$ cat src/rtl/us_pkg.sv
// us_pkg: receiver FSM state type and default timing parameters for us_burst_rx.
package us_pkg;
    typedef enum logic [2:0] {
        ST_IDLE,
        ST_ARMED,
        ST_QUALIFY,
        ST_LOCKED,
        ST_HOLDOFF
    } us_state_t;
    localparam int MIN_EDGES_DEF = 4;
    localparam int GAP_MAX_DEF   = 2500;
    localparam int HOLDOFF_DEF   = 7000;
endpackage

$ cat src/rtl/us_input_conditioner.sv
// us_input_conditioner: piezo synchronizer, optional majority glitch filter, rising-edge detect.
// Optional filter: US_RX_GLITCH_FILTER_EN.
module us_input_conditioner (
    input  logic clock,
    input  logic reset,
    input  logic piezo_interface_in,
    output logic rise
);
    logic [1:0] sync;
    logic       s;
    logic       s_prev;
    always_ff @(posedge clock or posedge reset)
        if (reset) sync <= '0;
        else sync <= {sync[0], piezo_interface_in};
`ifdef US_RX_GLITCH_FILTER_EN
    logic [1:0] hist;
    logic       maj;
    // Majority over three consecutive samples drops any single-cycle pulse.
    assign maj = (sync[1] & hist[0]) | (sync[1] & hist[1]) | (hist[0] & hist[1]);
    always_ff @(posedge clock or posedge reset)
        if (reset) begin
            hist <= '0;
            s    <= 1'b0;
        end else begin
            hist <= {hist[0], sync[1]};
            s    <= maj;
        end
`else
    assign s = sync[1];
`endif
    always_ff @(posedge clock or posedge reset)
        if (reset) s_prev <= 1'b0;
        else s_prev <= s;
    assign rise = s & ~s_prev;
endmodule

$ cat src/rtl/us_burst_rx.sv
// us_burst_rx: ultrasonic burst receiver - qualifies edge bursts, timestamps them, enforces holdoff.
// Optional input glitch filter: US_RX_GLITCH_FILTER_EN.
module us_burst_rx
    import us_pkg::*;
#(
    parameter int MIN_EDGES = MIN_EDGES_DEF,
    parameter int GAP_MAX   = GAP_MAX_DEF,
    parameter int HOLDOFF   = HOLDOFF_DEF
) (
    input  logic        clock,
    input  logic        reset,
    input  logic        enable,
    input  logic        piezo_interface_in,
    output logic        detect,
    output logic        done,
    output logic [31:0] timestamp,
    output logic [15:0] burst_len,
    output logic        busy,
    output logic        wrapped
);
    localparam int GW = $clog2(GAP_MAX + 1);
    localparam int HW = $clog2(HOLDOFF + 1);
    us_state_t     state;
    logic          rise;
    logic [31:0]   time_cnt;
    logic [31:0]   cand_ts;
    logic [15:0]   edge_cnt;
    logic [15:0]   edge_inc;
    logic [GW-1:0] gap_cnt;
    logic [HW-1:0] hold_cnt;
    logic          idle_next;
    logic          gap_out;

    us_input_conditioner u_cond (
        .clock              (clock),
        .reset              (reset),
        .piezo_interface_in (piezo_interface_in),
        .rise               (rise)
    );

    // time_cnt must already read 0 in the first IDLE cycle after enable drops.
    assign idle_next = !enable || state == ST_IDLE;
    assign gap_out   = gap_cnt == GW'(GAP_MAX);
    assign edge_inc  = (edge_cnt == 16'hFFFF) ? edge_cnt : edge_cnt + 16'd1;
    assign busy      = state == ST_QUALIFY || state == ST_LOCKED || state == ST_HOLDOFF;

    always_ff @(posedge clock or posedge reset) begin
        if (reset) begin
            state     <= ST_IDLE;
            time_cnt  <= '0;
            wrapped   <= 1'b0;
            cand_ts   <= '0;
            edge_cnt  <= '0;
            gap_cnt   <= '0;
            hold_cnt  <= '0;
            detect    <= 1'b0;
            done      <= 1'b0;
            timestamp <= '0;
            burst_len <= '0;
        end else begin
            detect   <= 1'b0;
            done     <= 1'b0;
            time_cnt <= idle_next ? '0 : time_cnt + 32'd1;
            wrapped  <= !idle_next && (wrapped || time_cnt == '1);
            if (!enable) state <= ST_IDLE;
            else case (state)
                ST_IDLE: state <= ST_ARMED;
                ST_ARMED:
                    if (rise) begin
                        cand_ts  <= time_cnt;
                        edge_cnt <= 16'd1;
                        gap_cnt  <= '0;
                        state    <= ST_QUALIFY;
                    end
                ST_QUALIFY:
                    if (rise) begin
                        edge_cnt <= edge_inc;
                        gap_cnt  <= '0;
                        if (edge_inc >= 16'(MIN_EDGES)) begin
                            state     <= ST_LOCKED;
                            detect    <= 1'b1;
                            timestamp <= cand_ts;
                        end
                    end else if (gap_out) state <= ST_ARMED;
                    else gap_cnt <= gap_cnt + GW'(1);
                ST_LOCKED:
                    if (rise) begin
                        edge_cnt <= edge_inc;
                        gap_cnt  <= '0;
                    end else if (gap_out) begin
                        state     <= ST_HOLDOFF;
                        burst_len <= edge_cnt;
                        done      <= 1'b1;
                        hold_cnt  <= '0;
                    end else gap_cnt <= gap_cnt + GW'(1);
                ST_HOLDOFF:
                    if (hold_cnt == HW'(HOLDOFF - 1)) state <= ST_ARMED;
                    else hold_cnt <= hold_cnt + HW'(1);
                default: state <= ST_IDLE;
            endcase
        end
    end
endmodule
$ cat config.mk
export PLATFORM = sky130hd
export DESIGN_NAME = us_burst_rx
export DESIGN_NICKNAME = d
export VERILOG_FILES = /design/src/rtl/us_pkg.sv /design/src/rtl/us_input_conditioner.sv /design/src/rtl/us_burst_rx.sv
export SDC_FILE = /design/constraint.sdc
export NUM_CORES = 1
export LEC_CHECK = 0
export BUFFER_PORTS_ARGS = -buffer_cell sky130_fd_sc_hd__buf_4
export CORE_ASPECT_RATIO = 1.5
export CORE_MARGIN = 3
export CORE_UTILIZATION = 50
export DETAILED_ROUTE_END_ITERATION = 10
export PLACE_DENSITY_LB_ADDON = 0.15
export REMOVE_ABC_BUFFERS = 1
export SYNTH_ARGS = -nofsm -noshare
export SYNTH_HDL_FRONTEND = slang
export SYNTH_SLANG_ARGS = --single-unit
$ cat constraint.sdc
create_clock -name clock -period 12.02 [get_ports clock]
set_clock_uncertainty 0.1 [all_clocks]
set_input_delay 1.803 -clock clock [delete_from_list [all_inputs] [get_ports clock]]
set_output_delay 1.803 -clock clock [all_outputs]
set_load 0.01 [all_outputs]
---- After elaboration in Yosys (flattened, before gate mapping) ----
Cells that the tools add are included.
storage, ports and cells
  register bits after elaboration ......... 162
  input bits .............................. 4
  output and inout port bits .............. 52
  word-level logic and storage cells ...... 89
operators by class
  add/sub/neg operators ................... 4
  magnitude comparators ................... 1
  equality and inequality tests ........... 20
  muxes and demuxes ....................... 30
  bitwise gates (word level) .............. 3
  reduce and logical (&&, ||, !) cells .... 18
operators by type and width
  cell                                                                    count
  16-bit 2-to-1 mux                                                       3
  13-bit 2-to-1 mux                                                       3
  12-bit 2-to-1 mux                                                       3
  32-bit by 1-bit adder with 32-bit output, second input constant         1
  32-bit equality test, second input constant                             1
  32-bit 2-to-1 mux                                                       1
  16-bit case mux with 2 select lines                                     1
  13-bit case mux with 2 select lines                                     1
  3-bit 2-to-1 mux                                                        8
  12-bit case mux with 2 select lines                                     1
  16-bit by 1-bit adder with 16-bit output, second input constant         1
  16-bit equality test, second input constant                             1
  16-bit by 3-bit >= comparator with 1-bit output, second input constant  1
  4-bit AND reduction                                                     4
  3-bit case mux with 5 select lines                                      1
  13-bit by 1-bit adder with 13-bit output, second input constant         1
  13-bit equality test, second input constant                             1
  12-bit by 1-bit adder with 12-bit output, second input constant         1
  12-bit equality test, second input constant                             1
  3-bit inequality test, second input constant                            4
  1-bit 2-to-1 mux                                                        8
  2-bit inequality test, second input constant                            4
  3-bit by 2-bit equality test with 1-bit output, second input constant   2
  6-bit AND reduction                                                     1
  16 further kinds                                                        22

---- Logic depth before layout (Yosys ltp) ----
Gate-level depths: netlist of the first run.
  word-level depth ........................ 7
  mapped depth ............................ 11
  mapped depth without buffers ............ 10

---- Cells and area by module ----
From an unflattened synthesis of the first run, not the netlist that was laid out.
unflattened totals
  cell total of the unflattened synthesis .. 653
  area, all modules ....................... 7509.7 µm²
by module, submodules not included
  module                times used  cells each  area an instance (µm²)  seq. area each (µm²)
  us_burst_rx           1           648         7417.1                  3978.8
  us_input_conditioner  1           5           92.6                    75.1

---- Least setup slack after synthesis of the first run ----
No wires, ideal clock.
  kind .................................... input to register
  start ................................... input enable
  end ..................................... register gap_cnt[9]
  setup time .............................. 119 ps
  arrival ................................. 3232 ps
  data required time ...................... 11801 ps
  path slack .............................. 8569 ps
  cell stages on the path ................. 6
  path buffers ............................ 1
  path through ............................ and3_1 -> clkbuf_1 -> a21oi_1 -> a2111oi_0 -> a21oi_1 -> o21a_1
between the ends
  longest elaborated chain between the ends .. 1
RTL lines
  what                                  RTL line           source
  start, declared                       us_burst_rx.sv:12  input logic enable,
  4-bit AND reduction (no source line)  -
  end signal, assigned                  us_burst_rx.sv:85  else gap_cnt <= gap_cnt + GW'(1);
  end signal, assigned                  us_burst_rx.sv:95  end else gap_cnt <= gap_cnt + GW'(1);
  end, declared                         us_burst_rx.sv:29  logic [GW-1:0] gap_cnt;
No other way between the ends.
A chain may end at the register's enable or synchronous reset.

---- Final worst setup path of the first run ----
  start ................................... input enable
  end ..................................... register timestamp[31]
between the ends
  longest elaborated chain between the ends .. 1
RTL lines
  what                                  RTL line           source
  4-bit AND reduction (no source line)  -
  end signal, assigned                  us_burst_rx.sv:82  timestamp <= cand_ts;
  end, declared                         us_burst_rx.sv:16  output logic [31:0] timestamp,
No other way between the ends.

==> impl_results.md, run 1 <==
- Setup TNS: 0 ps
- Register area: between 4000 and 5000 sq um
- Setup CP Type: in2reg
- Synth top area share: 53.7%
- Final setup vio count: 0
- Reg-to-reg startpoint: edge_cnt[0]
- Startpoint types: input pin
- Ports: 56
- Share of layout cells above drive strength 1: 20.3%
- Pin count of the biggest net entering global routing: 83
- FF-to-FF End: timestamp[17]
- Pleak: roughly 4.2 nW
- CTS tree: done
- VDD IR max: 0.0927 mV
- Post-Route Hold Slack: 258 ps
- Area Overhead vs Synth: 16.6%
- Max Freq: 270 MHz
- Pwr Density: around 140 nW/um^2
- Filler cell count: about 1300
- Synthesized flop and latch total: 162
- Clk buf depth: 2
- ANT nets after route: 0
- CP required: around 12000 ps
- # port buffers: 55
- Period utilization: 30.8%
- Htree depth: 4
- Rel. slew slack: between 30 and 40%
- Post-synth EDFFs: 0
- Register area share after synthesis: between 50% and 60%
- Crit Path Max Fanout: 33
- Yosys top cell by area: dfrtp_1
- CTS Buf Count: 17
- Reg2Reg Setup Slack: approximately 8600 ps
- Row cnt: 54
- Hold crit path type: reg2reg
- Fin nets: 786
- Worst-Skew Late Latency: roughly 420 ps
- CP Capture Type: flop
- Iteration-0 DRC Markers: roughly 280
- Most frequent cells after synthesis: dfrtp_1 (162), nand2_1 (130), nor2_1 (72)
- Cts repair resizes: 0
- Final hold vios: 0
- Syn Area/Cell: 10.4 sq um
- RSZ-0062 raised after global routing: no
- Crit path from: enable
- Worst slack at placement: 7910 ps
- Reg2Reg Depth: 9
- Post-synthesis cell count: 725
- Gpl congestion: 0.901
- Antenna fix cells: 0
- Hold buffer count at CTS: 0
- Setup crit end: timestamp[31]
- Post-CTS Setup Repair Bufs: 0
- Number of max-cap violations: 0
- Largest cells by area after synthesis: dfrtp_1 (54%), nand2_1 (6.5%), mux2_4 (5.8%)
- Vias: 5389
- Main synth FF type: dfrtp_1
- TritonRoute pass-1 iters: 4
- First-pass GRT wire length: roughly 26 mm
- Clk sinks: approximately 160
- CP arrival: between 3000 and 4000 ps
- Vias/cell: between 5 and 6
- Outcome: finished, final reports clean
- Remaining DRCs: 0
- Routed length per instance: ~15 um
- Area of the multi-input gates: 3230 sq um
- GRT overflow: 0
- Most common cell in the netlist: dfrtp_1
- Worst Tran Pin Value: 1010 ps
- Die W: approximately 110 um
- Netlist cell types: 64
- Area post-placement: 8090 sq um
- Yosys warnings: 0
- Final instance area: 8800 sq um
- Final WS setup: 8320 ps
- Period minus WS final: ~3700 ps
- Asr flop ratio synth: 100%
- Slew Viols, Final: 0
- DIE AREA: about 17000 sq um
- Synthesized area: between 7000 and 8000 sq um
- Antenna violations before repair: 0
- Drt total wl: about 15 mm
- Number of global-route vias before repair: 5572
- GRT Util Overall: about 20%
- Die Y: between 150 and 200 um
- Root Driver: clkbuf_16
- Initial Utilization: roughly half
- CTS clk-pin slew, worst paths: around 60 ps
- Post-DP HPWL: between 10 and 15 mm
- Core area: approximately 15000 sq um
## cell usage in the layout (no fill, tap or decap), types with 4 or more instances in the layout
master     count
nor2b_1        6
mux2_4        29
nor3_1        14
bufinv_16      6
xor2_1        22
clkbuf_16     17
buf_4         63
and3_1        13
dfrtp_1      162
a21o_1         5
o21ai_0       34
xnor2_1       21
a31oi_1        4
nand2_1      130
clkbuf_8       4
nand3_1       27
mux2_2        19
inv_1         20
nor2_1        71
ha_1           5
a21oi_1       25
o21a_1         4
or3_1          9
nand4_1       14
## sequential cells by signal (all words and copies together), names as in the netlist
name,cells
detect,1
done,1
edge_cnt,16
cand_ts,32
wrapped,1
time_cnt,32
u_cond.sync,2
timestamp,32
hold_cnt,13
gap_cnt,12
burst_len,16
state,3
u_cond.s_prev,1
## critical path, stage by stage
cell	delay [ps]
buf_4	130
nor2b_1	300
and3_1	470
o211a_2	260
buf_4	490
mux2_2	400
## layer usage
metal | share of wire [%] | global-route usage [%] | up-vias
li1 | - | - | 2576
met1 | 42 | 23.4 | 2667
met2 | 53 | 34.7 | 115
met3 | 3.2 | 3.88 | 31
met4 | 1.9 | 7.72 | 0
met5 | 0 | 0 | -
## stage by stage
stage / total power [mW] / utilization, % / cells
2_1_floorplan: 0.617 / - / 695
3_3_place_gp: 0.635 / 55.2 / 954
3_5_place_dp: 0.638 / 55.2 / 954
4_1_cts: 1.27 / 60.0 / 986
5_1_grt: 1.31 / 60.0 / 986
6_report: 1.26 / 60.0 / 986
## cell families after synthesis
family,share of synthesized area [%]
simple gates,19.9
mux,8.87
compound gates,7.98
xor+xnor,4.99
flops,53.7
buf+inv,3.68
fa+ha+maj,0.829
## where the power goes
part	switching [mW]	internal, mW	total (mW)	leakage, nW
combinational	0.0373	0.0195	0.0568	1.64
sequential	0.0146	0.556	0.570	2.24
clock	0.216	0.414	0.630	0.337
## how the worst min path moves through the flow
| stage | slack [ps] | start | endpoint | cells after the start |
|---|---|---|---|---|
| after global placement | 240 | u_cond.sync[0] | u_cond.sync[1] | 0 |
| after global routing | 280 | u_cond.sync[0] | u_cond.sync[1] | 0 |
| final | 260 | u_cond.sync[0] | u_cond.sync[1] | 0 |
| after detailed placement | 240 | u_cond.sync[0] | u_cond.sync[1] | 0 |
| after CTS | 260 | u_cond.sync[0] | u_cond.sync[1] | 0 |
| after floorplan | 230 | u_cond.sync[0] | u_cond.sync[1] | 0 |
## final cells by class
type                            count  share of cell area [%]
Inverter                           22                   0.996
Clock buffer                       21                    5.46
Tap cell                          196                    2.79
Clock inverter                     11                    2.52
Multi-Input combinational cell    511                    36.8
Timing Repair Buffer               63                    5.38
Sequential cell                   162                    46.1
Power figures use the tool's default switching activity.
==> inputs of run 2 (changes only) <==
clock period = 3.8 ns   (was 12.02 ns; I/O delays follow)
==> run 2 against run 1 <==
Compared with the run above:
- worst hold slack worse by 120 ps
- critical endpoint is now timestamp[18]
- total power grew to 2.9 times the previous value
- utilization is 0.55 points lower
==> impl_results.md, run 2 (synthesized netlist as in run 1, its figures left out) <==
- Antenna fix cells: 0 (unchanged)
- Slew Viols, Final: 0 (unchanged)
- CP arrival: 3520 ps (-390 ps)
- Outcome: finished, final reports clean
- Reg2Reg Depth: 9 (unchanged)
- Worst-Skew Late Latency: 430 ps (about the same)
- First-pass GRT wire length: 27.0 mm (+2.4%)
- Setup CP Type: reg2reg
- Pwr Density: 421 nW/um^2 (+190%)
- Worst Tran Pin Value: 1080 ps (+70.1 ps)
- Share of layout cells above drive strength 1: 20.5% (+0.28 points)
- Drt total wl: 15.6 mm (+2.8%)
- Reg-to-reg startpoint: edge_cnt[0]
- Iteration-0 DRC Markers: 215 (-23%)
- Ports: 56 (unchanged)
- Gpl congestion: 0.894 (-0.68%)
- Post-DP HPWL: 10.7 mm (+4.5%)
- CTS Buf Count: 17 (unchanged)
- RSZ-0062 raised after global routing: no
- Most common cell after layout, fill and taps aside: dfrtp_1
- Pleak: 4.18 nW (-0.99%)
- Fin util: 59.4% (-0.55 points)
- Vias/cell: 5.43 (-0.59%)
- Startpoint types: flop
- Max Freq: between 300 and 400 MHz
- Area of the multi-input gates: 3230 sq um (unchanged)
- CTS clk-pin slew, worst paths: 60 ps (about the same)
- CP required: 4010 ps (-8210 ps)
- Clk sinks: 162 (unchanged)
- Setup TNS: 0 ps (unchanged)
- Number of global-route vias before repair: 5555 (-0.31%)
- Most frequent cells in the layout: dfrtp_1 (162), nand2_1 (130), nor2_1 (71)
- Core area: 14700 sq um (unchanged)
- Filler cell count: 1242 (-0.64%)
- Final hold vios: 0 (unchanged)
- ANT nets after route: 0 (unchanged)
- Pin count of the biggest net entering global routing: 72 (-13%)
- Vias: 5379 (-0.19%)
- Post-CTS Setup Repair Bufs: 0 (unchanged)
- Area Overhead vs Synth: 15.5%
- Initial Utilization: 51.5% (unchanged)
- Remaining DRCs: 0 (unchanged)
- Reg2Reg Setup Slack: 500 ps (-8100 ps)
- Antenna violations before repair: 0 (unchanged)
- GRT overflow: 0 (unchanged)
- Clk buf depth: 2 (unchanged)
- Setup crit end: timestamp[18]
- Rel. slew slack: 26.2% (-6.5 points)
- Die W: 106 um (unchanged)
- Largest regs: cand_ts: 32 flops, time_cnt: 32 flops, timestamp: 32 flops
- DIE AREA: 16600 sq um (unchanged)
- Crit Path Max Fanout: 33 (unchanged)
- Number of max-cap violations: 0 (unchanged)
- Crit path from: edge_cnt[0]
- Row cnt: 54 (unchanged)
- Area post-placement: 8140 sq um (+0.53%)
- CP Capture Type: flop
- Fin nets: 790 (+0.51%)
- Period utilization: between 80% and 90%
- Final instance area: 8710 sq um (-0.92%)
- Final setup vio count: 0 (unchanged)
- Period minus WS final: about 3300 ps
- VDD IR max: 0.318 mV (+240%)
- FF-to-FF End: timestamp[18]
- Cts repair resizes: 0 (unchanged)
- Routed length per instance: 15.7 um (+2.3%)
- Die Y: 156 um (unchanged)
- Root Driver: clkbuf_16
- TritonRoute pass-1 iters: 4 (unchanged)
- Hold crit path type: in2async
- Register area: 4050 sq um (unchanged)
- Htree depth: 4 (unchanged)
- Hold buffer count at CTS: 0 (unchanged)
- GRT Util Overall: 20.2% (+0.66 points)
- # port buffers: 55 (unchanged)
- CTS tree: done
==> run 2: cell types whose count changed in the layout (fill, tap and decap cells not counted) <==
cell,before,now
bufinv_16,6,2
clkinv_2,0,4
buf_4,63,66
clkbuf_8,4,1
clkinvlp_4,2,5
buf_12,0,1
clkbuf_1,0,1
clkinv_4,1,0
==> run 2: metal layers <==
layer / vias to the layer above / track usage [%] / share of wire, %
met2: 93 / 35.7 / 53
met1: 2676 / 24.2 / 43
met5: - / 0 / 0
li1: 2591 / - / -
met4: 0 / 8.52 / 1.7
met3: 19 / 3.88 / 2.8
==> run 2: how the worst min path moves through the flow <==
stage | startpoint | to | cells past startpoint | slack [ps]
after floorplan | u_cond.sync[0] | u_cond.sync[1] | 0 | 230
after global placement | u_cond.sync[0] | u_cond.sync[1] | 0 | 250
after detailed placement | u_cond.sync[0] | u_cond.sync[1] | 0 | 240
after CTS | piezo_interface_in | u_cond.sync[0] | 1 | 140
after global routing | piezo_interface_in | u_cond.sync[0] | 1 | 140
final | reset | gap_cnt[0] | 2 | 140
==> run 2: power by group <==
part           leakage (nW)  switching, mW  internal, mW  total [mW]
Combinational          1.67          0.121        0.0646       0.185
Clock                 0.272          0.700         0.982        1.68
Sequential             2.24         0.0445          1.76        1.80
Total                  4.18          0.865          2.80        3.67
==> run 2: worst max-delay path, cell delays in order (launching register included) <==
cell       delay [ps]
dfrtp_1           410
ha_1              280
nand4_2           210
nor4_1            600
xnor2_1           200
o2111ai_1         130
or3_1             430
o211a_2           300
buf_12            200
mux2_4            320
==> run 2: area by class of cell <==
cell class / instances / share of cell area, %
timing repair buffer: 67 / 5.92
inverter: 22 / 1.01
sequential: 162 / 46.5
clock buffer: 19 / 5.08
clock inverter: 13 / 1.55
tap: 196 / 2.81
multi-input combinational: 511 / 37.1
==> run 2: per-stage QoR <==
| stage | hold slack, ps | setup slack [ps] | power, mW | cells |
|---|---|---|---|---|
| final | 138 | 496 | 3.67 | 990 |
| after global routing | 139 | 318 | 3.82 | 990 |
| after CTS | 138 | 544 | 3.71 | 990 |
| after detailed placement | 237 | 557 | 2.02 | 958 |
| after global placement | 247 | 687 | 2.01 | 958 |
| after floorplan | 231 | -1430 | 1.95 | 695 |
==> inputs of run 3 (changes only) <==
ABC_AREA = 1   (was unset)
clock period = 3.75 ns   (was 3.8 ns; I/O delays follow)
==> run 3 against run 2 <==
Compared with the run above:
- maximum frequency is 28% higher
- combinational power grew to 3.7 times the previous value
- count of clock-buffer cells in the layout is 2 lower
- utilization is 0.42 points higher
- worst hold slack better by 6.0 ps
- register-to-register slack better by 660 ps
- design area is 1.2% higher
- via count is 16% higher
- critical endpoint is now timestamp[24]
==> impl_results.md, run 3 <==
- Netlist cell types: 39 (-39%)
- GRT overflow: 0 (unchanged)
- Setup CP Type: reg2reg
- Largest cells by area after synthesis: dfrtp_1 (53%), nand2_1 (12%), o21ai_0 (6.6%)
- Synthesized flop and latch total: 162 (unchanged)
- Ports: 56 (unchanged)
- First-pass GRT wire length: 29.4 mm (+9.1%)
- Routed length per instance: 14.5 um (-8.2%)
- CTS Buf Count: 17 (unchanged)
- CTS clk-pin slew, worst paths: 60 ps (about the same)
- GRT Util Overall: 21.9% (+1.7 points)
- Post-synth EDFFs: 0 (unchanged)
- Largest regs: cand_ts: 32 flops, time_cnt: 32 flops, timestamp: 32 flops
- Post-DP HPWL: 12.2 mm (+14%)
- Initial Utilization: 51.7% (+0.26 points)
- Fin nets: 990 (+25%)
- CP Capture Type: flop
- Number of global-route vias before repair: 6219 (+12%)
- Post-synthesis cell count: 925 (+28%)
- Share of layout cells above drive strength 1: 12.7% (-7.8 points)
- Yosys top cell by area: dfrtp_1
- Htree depth: 4 (unchanged)
- Antenna violations before repair: 0 (unchanged)
- CP arrival: 2850 ps (-670 ps)
- Rel. slew slack: 43.8% (+18 points)
- Outcome: finished, final reports clean
- Most frequent cells in the layout: nand2_1 (244), dfrtp_1 (162), o21ai_0 (101)
- Main synth FF type: dfrtp_1
- Wl on met1: 6.81 mm (+2.1%)
- Net switching power of the design: 1.36 mW (+57%)
- DIE AREA: 16800 sq um (+0.91%)
- Clk buf depth: 2 (unchanged)
- Vias/cell: 5.25 (-3.3%)
- Syn Area/Cell: 8.23 sq um (-21%)
- RSZ-0062 raised after global routing: no
- Reg power frac: 44.9% (-4.2 points)
- Worst-Skew Late Latency: 420 ps (about the same)
- Yosys warnings: 0 (unchanged)
- Synthesized area: 7620 sq um (+0.96%)
- Cts repair resizes: 0 (unchanged)
- Final WS setup: 1160 ps (+665 ps)
- VDD IR max: 0.362 mV (+14%)
- Area post-placement: 8210 sq um (+0.89%)
- Iteration-0 DRC Markers: 270 (+26%)
- Slew Viols, Final: 0 (unchanged)
- Sw Ratio: 30.3% (+6.7 points)
- Drt total wl: 17.2 mm (+10%)
- Layout Cells excl Fill: 1189 (+20%)
- Remaining DRCs: 0 (unchanged)
- Core area: 14700 sq um (+0.46%)
- Vias: 6244 (+16%)
- Final setup vio count: 0 (unchanged)
- Pin count of the biggest net entering global routing: 95 (+32%)
- Area Overhead vs Synth: 15.8%
- Post-Route Hold Slack: 144 ps (+6.02 ps)
- Die Y: 157 um (+0.46%)
- Hold crit path type: in2reg
- Register area share after synthesis: 53.2% (-0.51 points)
- Max Freq: 386 MHz (+28%)
- Row cnt: 54 (unchanged)
- Overall Power: 4.49 mW (+22%)
- Hold buffer count at CTS: 0 (unchanged)
- Final instance area: 8820 sq um (+1.2%)
- TritonRoute pass-1 iters: 5 (+1)
- Placed insts: 1158 (+21%)
- Met3 WL post-DR: 667 um (+53%)
- Filler cell count: 1387 (+12%)
- Clk pwr share: 39.8% (-6.0 points)
- Post-CTS Setup Repair Bufs: 0 (unchanged)
- Most common cell after layout, fill and taps aside: nand2_1
- Pwr Density: 509 nW/um^2 (+21%)
- Number of max-cap violations: 0 (unchanged)
- # port buffers: 55 (unchanged)
- Pleak: 4.18 nW (+0.10%)
- Gpl congestion: 0.918 (+2.6%)
- Die W: 107 um (+0.45%)
- Fin util: 59.9% (+0.42 points)
- Clk sinks: 162 (unchanged)
- WL met2: 9.29 mm (+13%)
- Period minus WS final: 2590 ps (-715 ps)
- Setup TNS: 0 ps (unchanged)
- Pint: 3.13 mW (+12%)
- Power share of the combinational group: 15.3% (+10 points)
- Startpoint types: flop
- Root Driver: clkbuf_16
- Worst Tran Pin Value: 844 ps (-235 ps)
- ANT nets after route: 0 (unchanged)
- Most common cell in the netlist: nand2_1
- Synth top area share: 53.2% (-0.51 points)
- Max layer used: met4
- Antenna fix cells: 0 (unchanged)
- Period utilization: 69.0% (-18 points)
- Most frequent cells after synthesis: nand2_1 (244), dfrtp_1 (162), o21ai_0 (101)
- CP required: 4010 ps (about the same)
- Asr flop ratio synth: 100% (unchanged)
- Crit Path Max Fanout: 34 (+3.0%)
- Worst slack at placement: 1160 ps (+605 ps)
- Final hold vios: 0 (unchanged)
- CTS tree: done
## run 3: final timing paths
| path | startpoint | end | slack (ps) | cells after the start |
|---|---|---|---|---|
| min in group asynchronous | reset | timestamp[24] | 220 | 2 |
| max in group asynchronous | reset | time_cnt[9] | 2440 | 3 |
| worst max register to register | edge_cnt[1] | timestamp[24] | 1160 | 15 |
| worst min-delay path | piezo_interface_in | u_cond.sync[0] | 140 | 1 |
| worst min register to register | u_cond.sync[1] | u_cond.s_prev | 270 | 0 |
| worst max-delay path | edge_cnt[1] | timestamp[24] | 1160 | 15 |
## run 3: power groups by stage
stage               Combinational (mW)  Clock [mW]  Sequential, mW
floorplan                        0.514           0            2.00
global route                     0.793        1.90            2.03
detailed placement               0.694           0            2.04
CTS                              0.698        1.82            2.01
global placement                 0.693           0            2.04
finish                           0.689        1.79            2.02
## run 3: per-layer routing
layer  vias to the layer above  track usage, %
li1                       3134               -
met1                      2930            25.1
met2                       148            40.5
met3                        32            4.35
met4                         0            7.56
met5                         -               0
## run 3: area by class of cell
type	instances	area (sq um)	area share (%)
clock buffers	17	425	4.83
clock inverters	14	181	2.06
inverters	103	392	4.44
multi-input cells	636	3050	34.6
flip-flops and latches	162	4050	46.0
well taps	196	245	2.78
repair buffers	61	470	5.34
## run 3: worst max-delay path: stages, from the launching register on
cell and delay, ps:
dfrtp_1 420, ha_1 240, nand2_1 110, nor2_4 180, nand2_2 100, inv_2 90, nand2_4 90, nand2_1 100
nor2_1 50, nand3_1 100, nor2_1 80, nand2_4 80, nand2_8 160, nor2_8 430, nand2_1 100, nand2_1 80
## run 3: logic make-up (layout without fill, tap and decap cells)
family	Yosys count	count (layout)	share of synthesized area, %
compound gates	163	163	11.1
xor+xnor	12	12	1.38
fa+ha+maj	5	5	0.821
buf+inv	127	195	6.75
flops	162	162	53.2
mux	7	7	1.04
simple gates	449	449	25.6
